===== config.mk =====
export PLATFORM = sky130hd
export DESIGN_NAME = alu_flag_branch_unit
export DESIGN_NICKNAME = d
export VERILOG_FILES = /design/src/rtl/alu_flag_branch_unit.sv
export SDC_FILE = /design/constraint.sdc
export NUM_CORES = 1
export LEC_CHECK = 0
export ABC_AREA = 1
export CAP_MARGIN = 0
export CORE_ASPECT_RATIO = 1.75
export CORE_MARGIN = 4
export CORE_UTILIZATION = 45
export DETAILED_ROUTE_END_ITERATION = 12
export GPL_ROUTABILITY_DRIVEN = 1
export PLACE_DENSITY = 0.74
export SYNTH_ARGS = -nofsm -noshare
export SYNTH_HDL_FRONTEND = slang
export SYNTH_SLANG_ARGS = --single-unit

===== constraint.sdc =====
create_clock -name clk -period 2.75 [get_ports clk]
set_input_delay 0.825 -clock clk [delete_from_list [all_inputs] [get_ports clk]]
set_output_delay 0.825 -clock clk [all_outputs]
set_load 0.05 [all_outputs]

===== src/rtl/alu_flag_branch_unit.sv =====
// Flag register fed by the ALU result bus, plus a three-state branch resolver
// that evaluates conditions against those flags and advances the program counter.
module alu_flag_branch_unit #(
    parameter int unsigned PC_W  = 8,
    parameter int unsigned OFF_W = 8,
    parameter int unsigned CNT_W = 8
) (
    input  logic             clk,
    input  logic             rst_n,
    input  logic             alu_valid,
    input  logic [7:0]       alu_result,
    input  logic             alu_carry,
    input  logic [2:0]       alu_op,
    input  logic             br_valid,
    output logic             br_ready,
    input  logic [2:0]       br_cond,
    input  logic [OFF_W-1:0] br_offset,
    output logic             res_valid,
    output logic             res_taken,
    output logic [PC_W-1:0]  pc,
    output logic             z_q,
    output logic             c_q,
    output logic             n_q,
    output logic [CNT_W-1:0] taken_cnt
);

    typedef enum logic [1:0] {
        IDLE,
        EVAL,
        DONE
    } state_t;

    typedef enum logic [2:0] {
        COND_AL = 3'b000,
        COND_EQ = 3'b001,
        COND_NE = 3'b010,
        COND_CS = 3'b011,
        COND_CC = 3'b100,
        COND_MI = 3'b101,
        COND_PL = 3'b110,
        COND_NV = 3'b111
    } cond_t;

    state_t             state_q, state_d;
    cond_t              cond_q, cond_d;
    logic [OFF_W-1:0]   off_q, off_d;
    logic               taken_q, taken_d;
    logic [PC_W-1:0]    pc_q, pc_d;
    logic [CNT_W-1:0]   cnt_q, cnt_d;
    logic               res_valid_q, res_valid_d;
    logic               res_taken_q, res_taken_d;
    logic               z_d, c_d, n_d;
    logic               cond_met;
    logic [PC_W-1:0]    off_ext;

    // Only add/sub produce a meaningful carry; logic and shift ops clear it.
    always_comb begin
        z_d = z_q;
        c_d = c_q;
        n_d = n_q;
        if (alu_valid) begin
            z_d = (alu_result == 8'h00);
            n_d = alu_result[7];
            c_d = (alu_op == 3'b000 || alu_op == 3'b001) ? alu_carry : 1'b0;
        end
    end

    always_ff @(posedge clk or negedge rst_n) begin
        if (!rst_n) begin
            z_q <= 1'b0;
            c_q <= 1'b0;
            n_q <= 1'b0;
        end else begin
            z_q <= z_d;
            c_q <= c_d;
            n_q <= n_d;
        end
    end

    always_comb begin
        cond_met = 1'b0;
        case (cond_q)
            COND_AL: cond_met = 1'b1;
            COND_EQ: cond_met = z_q;
            COND_NE: cond_met = !z_q;
            COND_CS: cond_met = c_q;
            COND_CC: cond_met = !c_q;
            COND_MI: cond_met = n_q;
            COND_PL: cond_met = !n_q;
            COND_NV: cond_met = 1'b0;
            default: cond_met = 1'b0;
        endcase
    end

    assign off_ext = PC_W'($signed(off_q));

    // Results are registered so res_valid appears together with the updated pc.
    always_comb begin
        state_d     = state_q;
        cond_d      = cond_q;
        off_d       = off_q;
        taken_d     = taken_q;
        pc_d        = pc_q;
        cnt_d       = cnt_q;
        res_valid_d = 1'b0;
        res_taken_d = 1'b0;
        case (state_q)
            IDLE: begin
                if (br_valid) begin
                    cond_d  = cond_t'(br_cond);
                    off_d   = br_offset;
                    state_d = EVAL;
                end
            end
            EVAL: begin
                taken_d = cond_met;
                state_d = DONE;
            end
            DONE: begin
                res_valid_d = 1'b1;
                res_taken_d = taken_q;
                if (taken_q) begin
                    pc_d = pc_q + PC_W'(1) + off_ext;
                    if (cnt_q != '1) begin
                        cnt_d = cnt_q + CNT_W'(1);
                    end
                end else begin
                    pc_d = pc_q + PC_W'(1);
                end
                state_d = IDLE;
            end
            default: state_d = IDLE;
        endcase
    end

    always_ff @(posedge clk or negedge rst_n) begin
        if (!rst_n) begin
            state_q     <= IDLE;
            cond_q      <= COND_AL;
            off_q       <= '0;
            taken_q     <= 1'b0;
            pc_q        <= '0;
            cnt_q       <= '0;
            res_valid_q <= 1'b0;
            res_taken_q <= 1'b0;
        end else begin
            state_q     <= state_d;
            cond_q      <= cond_d;
            off_q       <= off_d;
            taken_q     <= taken_d;
            pc_q        <= pc_d;
            cnt_q       <= cnt_d;
            res_valid_q <= res_valid_d;
            res_taken_q <= res_taken_d;
        end
    end

    assign br_ready  = (state_q == IDLE);
    assign res_valid = res_valid_q;
    assign res_taken = res_taken_q;
    assign pc        = pc_q;
    assign taken_cnt = cnt_q;

endmodule


== Yosys cells after proc, flatten, opt, wreduce, memory -nomap -nowiden ==
Index checks and enable logic that the tools add are counted.

* Memories: 0
* Bits in latches: 0
* Bits in registers: 35
* Bits in writable memories: 0
* Bits in read-only memories: 0

* Eq/ne operators: 12
* Multipliers: 0
* Multiplexer cells: 7
* Reduce and logical (&&, ||, !) cells: 10
* Bitwise operators: 0
* Divide/modulo/power cells: 0
* $add $sub $neg: 3
* Magnitude comparators: 0
* Shifts and indexed selects: 0

{| class="wikitable"
|+ Operator list
! cell !! count
|-
| adder 8 x 1 -> 8 bit (second input constant) || 2
|-
| equality test 3 bit (second input constant) || 4
|-
| adder 8 bit || 1
|-
| zero test 8 bit || 1
|-
| 2-to-1 mux 8 bit || 1
|-
| != test 8 bit (second input constant) || 1
|-
| case mux 1 bit (8 select lines) || 1
|-
| equality test 3 x 1 -> 1 bit (second input constant) || 2
|-
| equality test 3 x 2 -> 1 bit (second input constant) || 2
|-
| zero test 3 bit || 2
|-
| case mux 2 bit (2 select lines) || 1
|-
| zero test 1 bit || 3
|-
| 2-to-1 mux 1 bit || 3
|-
| AND reduction 3 bit || 1
|-
| equality test 2 x 1 -> 1 bit (second input constant) || 1
|-
| equality test 2 bit (second input constant) || 1
|-
| zero test 2 bit || 1
|-
| 2-to-1 mux 2 bit || 1
|-
| != test 2 bit (second input constant) || 1
|-
| AND reduction 2 bit || 1
|-
| logical OR 1 bit || 1
|}

== Longest topological paths before layout ==
* Depth after elaboration: 3
* Depth in mapped cells: 15

== Worst setup path before layout ==
OpenSTA, ideal clock, no wires.

* Path kind: reg-to-reg
* Start point: register pc_q[0] (netlist: pc[0])
* End point: register pc_q[7] (netlist: pc[7])
* Clock period less this slack: 2.512 ns
* Library setup time: 0.118 ns
* Arrival time: 2.394 ns
* Cell stages (with the launch flop): 15
* Buffers on the path: 0
* Slack: 0.238 ns
* Path through: dfrtp_1 ha_1 nand3_1 nand3b_1 xor2_1 inv_1 ha_1 nand2_1 inv_1 a21oi_1 nand3_1 nand3_1 nand2_1 nand3_1 nand2_1

* Cells in the longest elaborated chain, start to end: 3

{| class="wikitable"
|+ Ends and longest elaborated chain
! what !! line !! source
|-
| start, declared || 48 || <nowiki>logic [PC_W-1:0] pc_q, pc_d;</nowiki>
|-
| start signal, assigned || 151 || <nowiki>pc_q <= pc_d;</nowiki>
|-
| adder 8 x 1 -> 8 bit (*) || 123, 128 ||
|-
| adder 8 bit || 123 || <nowiki>pc_d = pc_q + PC_W'(1) + off_ext;</nowiki>
|-
| 2-to-1 mux 8 bit (*) || 122 || <nowiki>if (taken_q) begin</nowiki>
|}

Every way passes the cells marked *; elsewhere a longest branch is shown, timed or not.
A chain may end at the register's enable or synchronous reset.

== Worst setup path in the final report ==
* Start point: register state_q[1]
* End point: output port br_ready

* Cells in the longest elaborated chain, start to end: 1

{| class="wikitable"
|+ Ends and longest elaborated chain
! what !! line !! source
|-
| start, declared || 44 || <nowiki>state_t state_q, state_d;</nowiki>
|-
| start signal, assigned || 147 || <nowiki>state_q <= state_d;</nowiki>
|-
| zero test 2 bit || 158 || <nowiki>assign br_ready = (state_q == IDLE);</nowiki>
|-
| end, declared || 15 || <nowiki>output logic br_ready,</nowiki>
|}

No other way between the ends.

==> results.cfg <==
[status]
run_status = finished clean

[synthesis]
synthesis.instances = 226
post_synth_net_total = 264
combined_area_of_all_synthesized_cells_um2 = 1920
yosysUniqueCellTypes = 30
syn_avg_cell_area_um2 = 8.51
yosysSeqAreaShare = 0.455
ys_ff_latch = 35
ys_warn_count = 0

[worst_hold_path]
worstHoldPathCells = 1
critical_hold_path_startpoint = state_q[1]
worst_hold_path.endpoint = state_q[1]
min_path_type = register to register

[detailed_routing]
detail-route-antenna-nets = 0
drt_first_iter_violations = 37
vias = 1634
post_drt_via_cell_ratio = 4.98
routed_wire_length_per_instance_um = 12.6
post-route-drc-count = 0
dr.pass1.iters = 4
totalWireLength_um = 4120

[critical_path]
crit_chain = nor2_1, clkdlybuf4s50_1
crit-reg2reg-capture = pc[7]
worstReg2RegStart = pc[0]
end_kind = primary output
r2r_slack_ps = 360
timing.critical_path.arrival_ps = 1660
start_kind = register
critical_path.max_stage_delay_ps = 830
worst-r2r-cell-count = 14
required_ps = 1930
worst-path-max-fanout = 3
critical-path-slowest-cell = clkdlybuf4s50_1
setup.worst_path.class = register to primary output

[timing]
final.period_utilization = 0.903
finalCriticalPeriod_ps = 2480
max_clock_freq_mhz = 403
max_slew_margin = 0.655
timing.setup.tns_ps = 0
grt_setup_unrepaired = no
fin_hold_ws_ps = 493
worst_slew_pin_slew_ps = 516
final_max_slew_viol_count = 0
report.final.hold_viol_count = 0
finalClockSkew_ps = 8.06
setup-violations-final = 0

[placement]
post-place-cells = 321
dp_hpwl_um = 3160
port_buffers = 47
standard_cell_area_after_detailed_placement_um2 = 2450
routabilityCongestion = 0.830

[layout]
final_cell_count_no_fill = 328
final_design_area_no_fill_um2 = 2550
final_net_count = 317
syn_to_final_growth_pct = 32.7
drive_gt1_frac = 0.0502
antenna_cells_inserted = 0
final_common_cell = nand2_1
most-common-layout-cells = nand2_1, clkdlybuf4s50_1, dfrtp_1

[floorplan]
core_area_um2 = 4150
num_rows = 31
initial_core_utilization = 0.463
floorplan.die.height_um = 94.5
design.die.area_um2 = 5420
num_io_pins = 49
die_w_um = 57.4

[global_route]
grt_start_max_net_pins = 36
first_global_vias = 1685
grt_overflow = 0
grt_first_pass_wirelength_um = 6990
grt_usage = 0.167
grt_antenna_before_repair = 0

[cts]
cts_num_sinks = 35
cts_htree_levels = 2
cts.path.max_buffers = 2
clk_pin_slew_worst_setup_hold_paths_ps = 70
root_buffer_selected_by_cts = clkbuf_8
cts_repair_resize_count = 0
post_cts_buffers = 0
clock_insertion_delay_worst_skew_ps = 290
tritoncts_clock_tree = yes
cts_inserted_buffers = 5
cts_hold_buf = 0

[job]
drv_cap = 0

[power_and_ir_drop]
power_density_nw_per_um2 = 996
p_leak_nw = 1.27
vdd_ir_drop_max_v = 0.000626
design_power_total_w = 0.00254
stage by stage:
stage,setup slack (ps),util
floorplan,238,-
finish,267,0.615
global placement,431,0.590
CTS,252,0.615
global route,116,0.615
detailed placement,378,0.590
worst max path at each step:
stage               startpoint       end  slack [ps]  cells past startpoint
floorplan                pc[0]     pc[7]         240                     14
global placement         pc[0]     pc[7]         430                     14
detailed placement       pc[0]     pc[7]         380                     14
CTS                 state_q[1]  br_ready         250                      2
global route             pc[0]     pc[7]         120                     14
finish              state_q[1]  br_ready         270                      2
per-layer routing:
metal / part of all wire / global-route usage / vias up
li1: - / - / 830
met1: 0.38 / 0.154 / 746
met2: 0.55 / 0.324 / 48
met3: 0.050 / 0.0369 / 10
met4: 0.025 / 0.0890 / 0
met5: 0 / 0 / -
registers in the layout, summed over array words and instances (netlist names):
register / count
c_q: 1
cond_q: 3
n_q: 1
off_ext: 8
pc: 8
res_taken: 1
res_valid: 1
state_q: 2
taken_cnt: 8
taken_q: 1
z_q: 1
area by class of cell:
| type | count | area [µm²] |
|---|---|---|
| repair buffers | 48 | 478 |
| fillers | 387 | 1600 |
| clock buffers | 6 | 72.6 |
| inverters | 25 | 93.8 |
| flip-flops and latches | 35 | 876 |
| multi-input cells | 164 | 941 |
| clock inverters | 1 | 30.0 |
| well taps | 49 | 61.3 |
synth_stat cells:
| cell | number | area, µm² |
|---|---|---|
| nand2_1 | 77 | 289 |
| dfrtp_1 | 35 | 876 |
| inv_1 | 24 | 90.1 |
| nand3_1 | 19 | 95.1 |
| ha_1 | 10 | 125 |
| nor2_1 | 10 | 37.5 |
| xnor2_1 | 8 | 70.1 |
| o21ai_0 | 7 | 35.0 |
| xor2_1 | 7 | 61.3 |
| a21oi_1 | 5 | 25.0 |
| o211ai_1 | 4 | 30.0 |
| nand3b_1 | 2 | 15.0 |
| a21o_1 | 1 | 7.51 |
| a32o_1 | 1 | 10.0 |
| buf_2 | 1 | 5.00 |
| buf_4 | 1 | 7.51 |
| fa_1 | 1 | 20.0 |
| inv_2 | 1 | 3.75 |
| mux2_2 | 1 | 11.3 |
| nand2_4 | 1 | 11.3 |
| nand3b_2 | 1 | 11.3 |
| nand4_1 | 1 | 6.26 |
| nor2_4 | 1 | 11.3 |
| nor2_8 | 1 | 20.0 |
| nor3_1 | 1 | 5.00 |
| nor3b_2 | 1 | 12.5 |
| nor4_1 | 1 | 6.26 |
| o2111ai_1 | 1 | 8.76 |
| o221ai_1 | 1 | 8.76 |
| o31ai_1 | 1 | 7.51 |
worst max-delay path, delay by kind of cell (launching register included):
| kind | cells | cell delay [ps] |
|---|---|---|
| buffers and inverters | 1 | 830 |
| and+or+nand+nor | 1 | 160 |
| DFF | 1 | 390 |
power by group:
| part | switching, W | leakage, nW | internal (W) | total (W) |
|---|---|---|---|---|
| Combinational | 0.000804 | 0.776 | 0.000494 | 0.00130 |
| Sequential | 0.000151 | 0.446 | 0.000651 | 0.000802 |
| Clock | 0.000176 | 0.0513 | 0.000266 | 0.000442 |
logic make-up after synthesis:
group	count (synthesis)	synth area share
adder cells (fa/ha/maj)	11	0.0755
XOR/XNOR	15	0.0683
multiplexers	1	0.00586
buffers and inverters	27	0.0553
AND/OR/NAND/NOR	116	0.271
flip-flops	35	0.455
AO/OA/AOI/OAI	21	0.0690
(Power assumes the default switching activity.)
